===== src/rtl/cpu_types_pkg.sv =====
// Shared CPU types: RAM handshake states, data word, memory arbiter FSM states
// and default access timeout.
package cpu_types_pkg;

  typedef logic [31:0] word_t;

  typedef enum logic [1:0] {
    FREE   = 2'b00,
    BUSY   = 2'b01,
    ACCESS = 2'b10,
    ERROR  = 2'b11
  } ramstate_t;

  typedef enum logic [1:0] {
    IDLE  = 2'b00,
    IBUSY = 2'b01,
    DBUSY = 2'b10,
    FAULT = 2'b11
  } arb_state_t;

  typedef enum logic {
    GRANT_I = 1'b0,
    GRANT_D = 1'b1
  } grant_t;

  localparam int unsigned MEM_ARB_TIMEOUT = 16;

endpackage


===== src/rtl/mem_arb_timer.sv =====
// Outstanding-access cycle counter for mem_arbiter; expired flags that the
// count has reached TIMEOUT-1.
module mem_arb_timer
  import cpu_types_pkg::*;
#(
  parameter int unsigned TIMEOUT = MEM_ARB_TIMEOUT
) (
  input  logic CLK,
  input  logic nRST,
  input  logic clear,
  input  logic enable,
  output logic expired
);

  localparam int unsigned CW = (TIMEOUT > 2) ? $clog2(TIMEOUT) : 1;

  logic [CW-1:0] count;

  always_ff @(posedge CLK) begin
    if (!nRST) begin
      count <= '0;
    end else if (clear) begin
      count <= '0;
    end else if (enable && !expired) begin
      count <= count + 1'b1;
    end
  end

  assign expired = (count == CW'(TIMEOUT - 1));

endmodule


===== src/rtl/mem_arbiter.sv =====
// Instruction/data memory arbiter in front of a single RAM port.
// Optional MEM_ARB_RR_EN: round-robin tie-break instead of fixed data priority.
module mem_arbiter
  import cpu_types_pkg::*;
#(
  parameter int unsigned TIMEOUT = MEM_ARB_TIMEOUT
) (
  input  logic      CLK,
  input  logic      nRST,
  input  logic      iREN,
  input  word_t     iaddr,
  output word_t     iload,
  output logic      iwait,
  input  logic      dREN,
  input  logic      dWEN,
  input  word_t     daddr,
  input  word_t     dstore,
  output word_t     dload,
  output logic      dwait,
  output logic      ramREN,
  output logic      ramWEN,
  output word_t     ramaddr,
  output word_t     ramstore,
  input  word_t     ramload,
  input  ramstate_t ramstate,
  output logic      memerr
);

  arb_state_t state, next_state;
  logic       d_req;
  logic       busy;
  logic       expired;

  assign d_req = dREN | dWEN;
  assign busy  = (state == IBUSY) || (state == DBUSY);

  assign iload = ramload;
  assign dload = ramload;

  mem_arb_timer #(
    .TIMEOUT(TIMEOUT)
  ) u_timer (
    .CLK    (CLK),
    .nRST   (nRST),
    .clear  (state == IDLE),
    .enable (busy && (ramstate != ACCESS)),
    .expired(expired)
  );

`ifdef MEM_ARB_RR_EN
  grant_t last_grant;

  always_ff @(posedge CLK) begin
    if (!nRST) begin
      last_grant <= GRANT_I;
    end else if (state == IDLE && next_state == IBUSY) begin
      last_grant <= GRANT_I;
    end else if (state == IDLE && next_state == DBUSY) begin
      last_grant <= GRANT_D;
    end
  end
`endif

  always_ff @(posedge CLK) begin
    if (!nRST) begin
      state  <= IDLE;
      memerr <= 1'b0;
    end else begin
      state <= next_state;
      if (next_state == FAULT) begin
        memerr <= 1'b1;
      end
    end
  end

  always_comb begin
    next_state = state;
    ramREN     = 1'b0;
    ramWEN     = 1'b0;
    ramaddr    = '0;
    ramstore   = '0;
    iwait      = 1'b1;
    dwait      = 1'b1;

    unique case (state)
      IDLE: begin
`ifdef MEM_ARB_RR_EN
        if (d_req && iREN) begin
          next_state = (last_grant == GRANT_I) ? DBUSY : IBUSY;
        end else if (d_req) begin
          next_state = DBUSY;
        end else if (iREN) begin
          next_state = IBUSY;
        end
`else
        if (d_req) begin
          next_state = DBUSY;
        end else if (iREN) begin
          next_state = IBUSY;
        end
`endif
      end

      IBUSY: begin
        iwait = (ramstate != ACCESS);
        // A dropped request aborts: RAM lines stay at 0 and we fall back to IDLE.
        if (!iREN) begin
          next_state = IDLE;
        end else begin
          ramREN  = 1'b1;
          ramaddr = iaddr;
          if (ramstate == ERROR)       next_state = FAULT;
          else if (ramstate == ACCESS) next_state = IDLE;
          else if (expired)            next_state = FAULT;
        end
      end

      DBUSY: begin
        dwait = (ramstate != ACCESS);
        if (!d_req) begin
          next_state = IDLE;
        end else begin
          ramREN   = dREN & ~dWEN;
          ramWEN   = dWEN;
          ramaddr  = daddr;
          ramstore = dstore;
          if (ramstate == ERROR)       next_state = FAULT;
          else if (ramstate == ACCESS) next_state = IDLE;
          else if (expired)            next_state = FAULT;
        end
      end

      FAULT: begin
        next_state = FAULT;
      end

      default: begin
        next_state = IDLE;
      end
    endcase

    // Synchronous reset still quiets the RAM port during the reset cycle itself.
    if (!nRST) begin
      ramREN   = 1'b0;
      ramWEN   = 1'b0;
      ramaddr  = '0;
      ramstore = '0;
      iwait    = 1'b1;
      dwait    = 1'b1;
    end
  end

endmodule


===== config.mk =====
export PLATFORM = sky130hd
export DESIGN_NAME = mem_arbiter
export DESIGN_NICKNAME = d
export VERILOG_FILES = /design/src/rtl/cpu_types_pkg.sv /design/src/rtl/mem_arb_timer.sv /design/src/rtl/mem_arbiter.sv
export SDC_FILE = /design/constraint.sdc
export NUM_CORES = 1
export LEC_CHECK = 0
export BUFFER_PORTS_ARGS = -buffer_cell sky130_fd_sc_hd__buf_2
export CORE_AREA = 2 2 103 105
export CTS_CLUSTER_DIAMETER = 200
export DETAILED_ROUTE_END_ITERATION = 8
export DIE_AREA = 0 0 105 107
export PLACE_DENSITY = 0.56
export RECOVER_POWER = 100
export REMOVE_ABC_BUFFERS = 1
export SYNTH_ARGS = -nofsm -noshare
export SYNTH_HDL_FRONTEND = slang
export SYNTH_SLANG_ARGS = --single-unit

===== constraint.sdc =====
create_clock -name CLK -period 2.28 [get_ports CLK]
set_clock_uncertainty 0.15 [all_clocks]
set_input_delay 0.114 -clock CLK [delete_from_list [all_inputs] [get_ports CLK]]
set_output_delay 0.114 -clock CLK [all_outputs]
set_load 0.02 [all_outputs]

---- Yosys cells after proc, flatten, opt, wreduce, memory -nomap -nowiden ----
Cells that the tools add are included.
operators by class
  $add $sub $neg .......................... 1
  equal/unequal tests ..................... 8
  muxes and demuxes ....................... 26
  bitwise gates (word level) .............. 4
  reduce and logical (&&, ||, !) cells .... 6
operators by type and width
  kind                                                                   number
  32-bit two-way mux                                                     6
  32-bit case mux with 2 select lines                                    1
  2-bit two-way mux                                                      7
  2-bit equality test, second input constant                             5
  1-bit two-way mux                                                      10
  2-bit case mux with 4 select lines                                     1
  4-bit by 1-bit adder with 4-bit output, second input constant          1
  4-bit equality test, second input constant                             1
  2-bit by 1-bit equality test with 1-bit output, second input constant  1
  1-bit logical AND                                                      2
  2-bit zero test                                                        1
  2-bit != test, second input constant                                   1
  1-bit NOT                                                              2
  1-bit case mux with 2 select lines                                     1
  2-bit OR reduction                                                     1
  1-bit AND                                                              1
  1-bit zero test                                                        1
  1-bit logical OR                                                       1
  1-bit bitwise OR                                                       1
word-level totals
  bits in registers ....................... 7
  word-level logic and storage cells ...... 48

---- Logic depth before layout (Yosys ltp) ----
  word-level depth ........................ 7
  gate-level depth with buffers ........... 7
  gate-level depth less buffers ........... 6

---- Hierarchy ----
From an unflattened synthesis, not the netlist that was laid out.
unflattened totals
  cell total of the unflattened synthesis .. 234
  area, all modules ....................... 1641.6 sq um
modules (own cells, without submodules)
  module         times used  cells an instance  area an instance (sq um)  seq. area each (sq um)
  mem_arbiter    1           212                1443.9                    60.1
  mem_arb_timer  1           22                 197.7                     80.1

---- Least setup slack after synthesis ----
Ideal clock, no wire load.
  path type ............................... register to register
  from .................................... register state[0]
  to ...................................... register memerr
  setup time .............................. 117 ps
  data arrival time ....................... 1553 ps
  slack ................................... 460 ps
  cell stages (with the launch flop) ...... 7
  path buffers ............................ 0
  clock period less this slack ............ 1820 ps
  cells stage by stage .................... dfxtp_1 > inv_1 > ha_1 > or4b_1 > o311a_1 > o211a_1 > a22o_1
between the ends
  word-level cells in the longest chain between the ends .. 6
  elaborated cells on any way between the ends .. 13
  those cells by class .................... eq/ne (4); mux (8); reduce/logical (1)
ends and longest elaborated chain
  item                                    line                                    source
  start, declared                         mem_arbiter.sv:29                       arb_state_t state, next_state;
  start signal, assigned                  mem_arbiter.sv:69                       state <= next_state;
  2-bit two-way mux                       mem_arbiter.sv:114, mem_arbiter.sv:129
  2-bit two-way mux                       mem_arbiter.sv:113                      else if (ramstate == ACCESS) next_state = IDLE;
  2-bit two-way mux                       mem_arbiter.sv:112                      if (ramstate == ERROR) next_state = FAULT;
  2-bit two-way mux (on tied branches)    mem_arbiter.sv:120, mem_arbiter.sv:107
  2-bit case mux with 4 select lines (*)  mem_arbiter.sv:85                       unique case (state)
  2-bit equality test (*)                 mem_arbiter.sv:70                       if (next_state == FAULT) begin
  end signal, assigned                    mem_arbiter.sv:67                       memerr <= 1'b0;
  end signal, assigned                    mem_arbiter.sv:71                       memerr <= 1'b1;
  end, declared                           mem_arbiter.sv:26                       output logic memerr
Mark *: on every way between the ends. The rest lies on a longest branch, timed or not.
A chain may end at the register's enable or synchronous reset.

---- Final worst setup path ----
  from .................................... register state[0]
  to ...................................... output port ramaddr[4]
between the ends
  word-level cells in the longest chain between the ends .. 3
  elaborated cells on any way between the ends .. 4
  those cells by class .................... eq/ne (2); mux (2)
ends and longest elaborated chain
  item                                                                                   line                source
  2-bit equality test or 2-bit by 1-bit equality test with 1-bit output (tied branches)  mem_arbiter.sv:85
  32-bit case mux with 2 select lines (*)                                                mem_arbiter.sv:85
  32-bit two-way mux (*)                                                                 mem_arbiter.sv:143  if (!nRST) begin
  end, declared                                                                          mem_arbiter.sv:22   output word_t ramaddr,
Marks and branches as above.

==> results.md <==
- RR Startpoint: state[0]
- Delay-heaviest family, CP: compound AO/OA/AOI/OAI gates
- H-tree Lvls: 1
- IO buf count: 171
- Drt drc: 0
- Proportion of layout cells with a drive suffix above 1: 36.0%
- Fmax achieved: 0.477 GHz
- Final Wtd Congestion: 0.783
- Top cells by count, synth: buf_4 (64), nor2_1 (39), and2_1 (34)
- Yosys warnings: 0
- Mapped Area: ~1500 um2
- Wirelength, routed: 7930 um
- Synth Flop Type: dfxtp_1
- Clk Latency, worst-skew pair: between 0.2 and 0.25 ns
- Vias per cell: 4.36
- Routed vias: 2035
- Seq/Total Area, Yosys: between 9 and 10%
- LEAKAGE: 0.901 nW
- Initial DRT Pass Iterations: 4
- Final hold vios: 0
- Netlist cell types: 28
- Largest net degree at the start of global routing: 34
- Width of the die: 105 um
- Drt wl/cell: 17.0 um
- Yosys top cell by area: buf_4
- Run status: finished, final reports clean
- I/O pin count: 268
- Max-slew headroom: 74.3%
- Buf/Inv on CP: 2
- CTS tree: done
- Number of global-route vias before repair: about 2000
- Layout Nets: 472
- Critical-path cell list: inv_1 -> ha_1 -> o21a_4 -> a22oi_1 -> nor2_1 -> clkbuf_1
- Ant diodes: 0
- Tightest Pin Transition: 0.386 ns
- Core area: 10100 um2
- Die height: 107 um
- Antenna violations before repair: 0
- Crit path DAT: 1.83 ns
- Starting Density: 15.3%
- Area Overhead vs Synth: 32.6%
- Async SR Flop Fraction: 0%
- Synthesized instance count: roughly 230
- Place WS: 0.181 ns
- Final Setup Violations: 0
- CTS sink count: 7
- Hold WC Path Type: input pin to register
- Finished Cell Area: 2050 um2
- Final Max Tran Viols: 0
- Total GRT Usage: 13.2%
- GRT Residual Overflow: 0
- Top post-synthesis cells by area: buf_4 (31%), a22oi_1 (16%), and2_1 (14%)
- Clock buffer depth: 2
- PD cells: approximately 710 nW/um2
- CP peak stage delay: between 0.3 and 0.4 ns
- Crit-path max FO: 33
- WHS Path Cells: 2
- Global-route wire length before repair: 11300 um
- CP required: 2.02 ns
- DR iter-0 viols: between 150 and 200
- PnR worst setup slack: about 0.18 ns
- Filler cells: 1185
- Max-Cap Viols: 0
- Critical path's slowest cell: o21a_4
- HPWL after DPL: 6570 um
- Number of CTS-inserted buffers: 3
- Sum Neg Setup Slack: 0 ns
- Crit end category: output pin
- Synthesized flop and latch total: 7
- HP Start: nRST
- Crit share post-route: 92.0%
- Period minus WS final: 2.10 ns
- Post-route ant nets: 0
- Std cell rows: 37
- CP Class: register to output pin
- Critical R2R Capture: memerr
- CP Launch Type: register
- Root Buffer: clkbuf_8
- Synth top area share: 31.0%
- Clk pin slew, worst setup/hold paths: 0.04 ns
- Cell with the most instances after synthesis: buf_4
- FF-to-FF setup slack: 0.32 ns
- IR drop worst, VDD: 0.293 mV
- Number of synthesized flops with an enable pin: 0
- Avg Cell Area, Syn: just under 7 um2
- Hold endpoint: memerr
- Cts hold-fix bufs: 0
- Die Area: approximately 11000 um2
- FF-to-FF path depth: 6
- Finished Core Util: 20.3%
- Placed cell area: 2070 um2
- RSZ-0062 raised after global routing: false
state kept, by name (all words and copies together), names as in the netlist:
register / flops
state: 2
memerr: 1
u_timer.count: 4
power breakdown:
part / internal [mW] / leakage, nW / switching [mW] / total [mW]
logic: 0.401 / 0.821 / 0.689 / 1.09
clock network: 0.121 / 0.0228 / 0.0570 / 0.178
registers: 0.151 / 0.0571 / 0.0276 / 0.179
total: 0.673 / 0.901 / 0.774 / 1.45
worst max-delay path by stage:
| stage | start | endpoint | depth (start not counted) |
|---|---|---|---|
| 5_1_grt | state[0] | ramaddr[12] | 6 |
| 2_1_floorplan | state[1] | memerr | 6 |
| 6_report | state[0] | ramaddr[4] | 6 |
| 3_3_place_gp | state[0] | memerr | 6 |
| 3_5_place_dp | state[0] | memerr | 6 |
| 4_1_cts | state[1] | ramaddr[17] | 7 |
per-stage QoR:
stage               cells  hold WS [ns]  power, mW
CTS                   467        0.0696       1.49
global placement      463        0.0782       1.28
detailed placement    463        0.0782       1.30
floorplan             152        0.0780      0.886
global route          467        0.0782       1.58
finish                467        0.0710       1.45
cell families after synthesis:
family,synth area share [%]
AO/OA/AOI/OAI,20.5
flip-flops,9.05
AND/OR/NAND/NOR,30.2
XOR/XNOR,0.566
multiplexers,0.647
adder cells (fa/ha/maj),4.04
buffers and inverters,35.0
per-layer routing:
layer / track usage [%] / routed length (um) / vias to the layer above
met5: 10.0 / 0 / -
met4: 2.19 / 48 / 0
met3: 10.0 / 1550 / 7
met2: 19.1 / 3090 / 219
met1: 15.0 / 3240 / 896
li1: - / - / 913
layout make-up:
| type | count | area [um2] | share of cell area, % |
|---|---|---|---|
| timing repair buffer | 175 | 812 | 39.6 |
| multi-input combinational | 142 | 873 | 42.6 |
| sequential | 7 | 140 | 6.83 |
| clock buffer | 4 | 45.0 | 2.20 |
| tap | 136 | 170 | 8.29 |
| inverter | 3 | 11.3 | 0.549 |
cell usage in the layout, fill, tap and decap left out, types with 2 or more instances in the layout:
| cell | Yosys | layout |
|---|---|---|
| buf_2 | 1 | 106 |
| clkbuf_2 | 0 | 3 |
| nand3_1 | 7 | 7 |
| a31oi_1 | 2 | 2 |
| inv_1 | 3 | 3 |
| ha_1 | 5 | 5 |
| dfxtp_1 | 7 | 7 |
| a22oi_1 | 32 | 32 |
| nand2_1 | 4 | 4 |
| nand2b_1 | 2 | 2 |
| a22o_1 | 2 | 2 |
| nor2_1 | 39 | 39 |
| nor3_1 | 2 | 2 |
| and2_0 | 0 | 2 |
| buf_4 | 64 | 3 |
| clkbuf_1 | 12 | 63 |
| clkbuf_8 | 0 | 3 |
| and2_1 | 34 | 31 |
timing repair:
action                     4_1_cts  5_1_grt
buffers inserted                 0        0
setup endpoints to repair        6        1
resized for setup                2        1
worst register-to-register path: stages (launching register included):
cell and delay, ns:
dfxtp_1 0.39, inv_1 0.09, ha_1 0.28, or4b_1 0.49
o311a_1 0.16, o211a_1 0.13, a22o_1 0.17
Note: power is estimated with default switching activity, not from simulation.
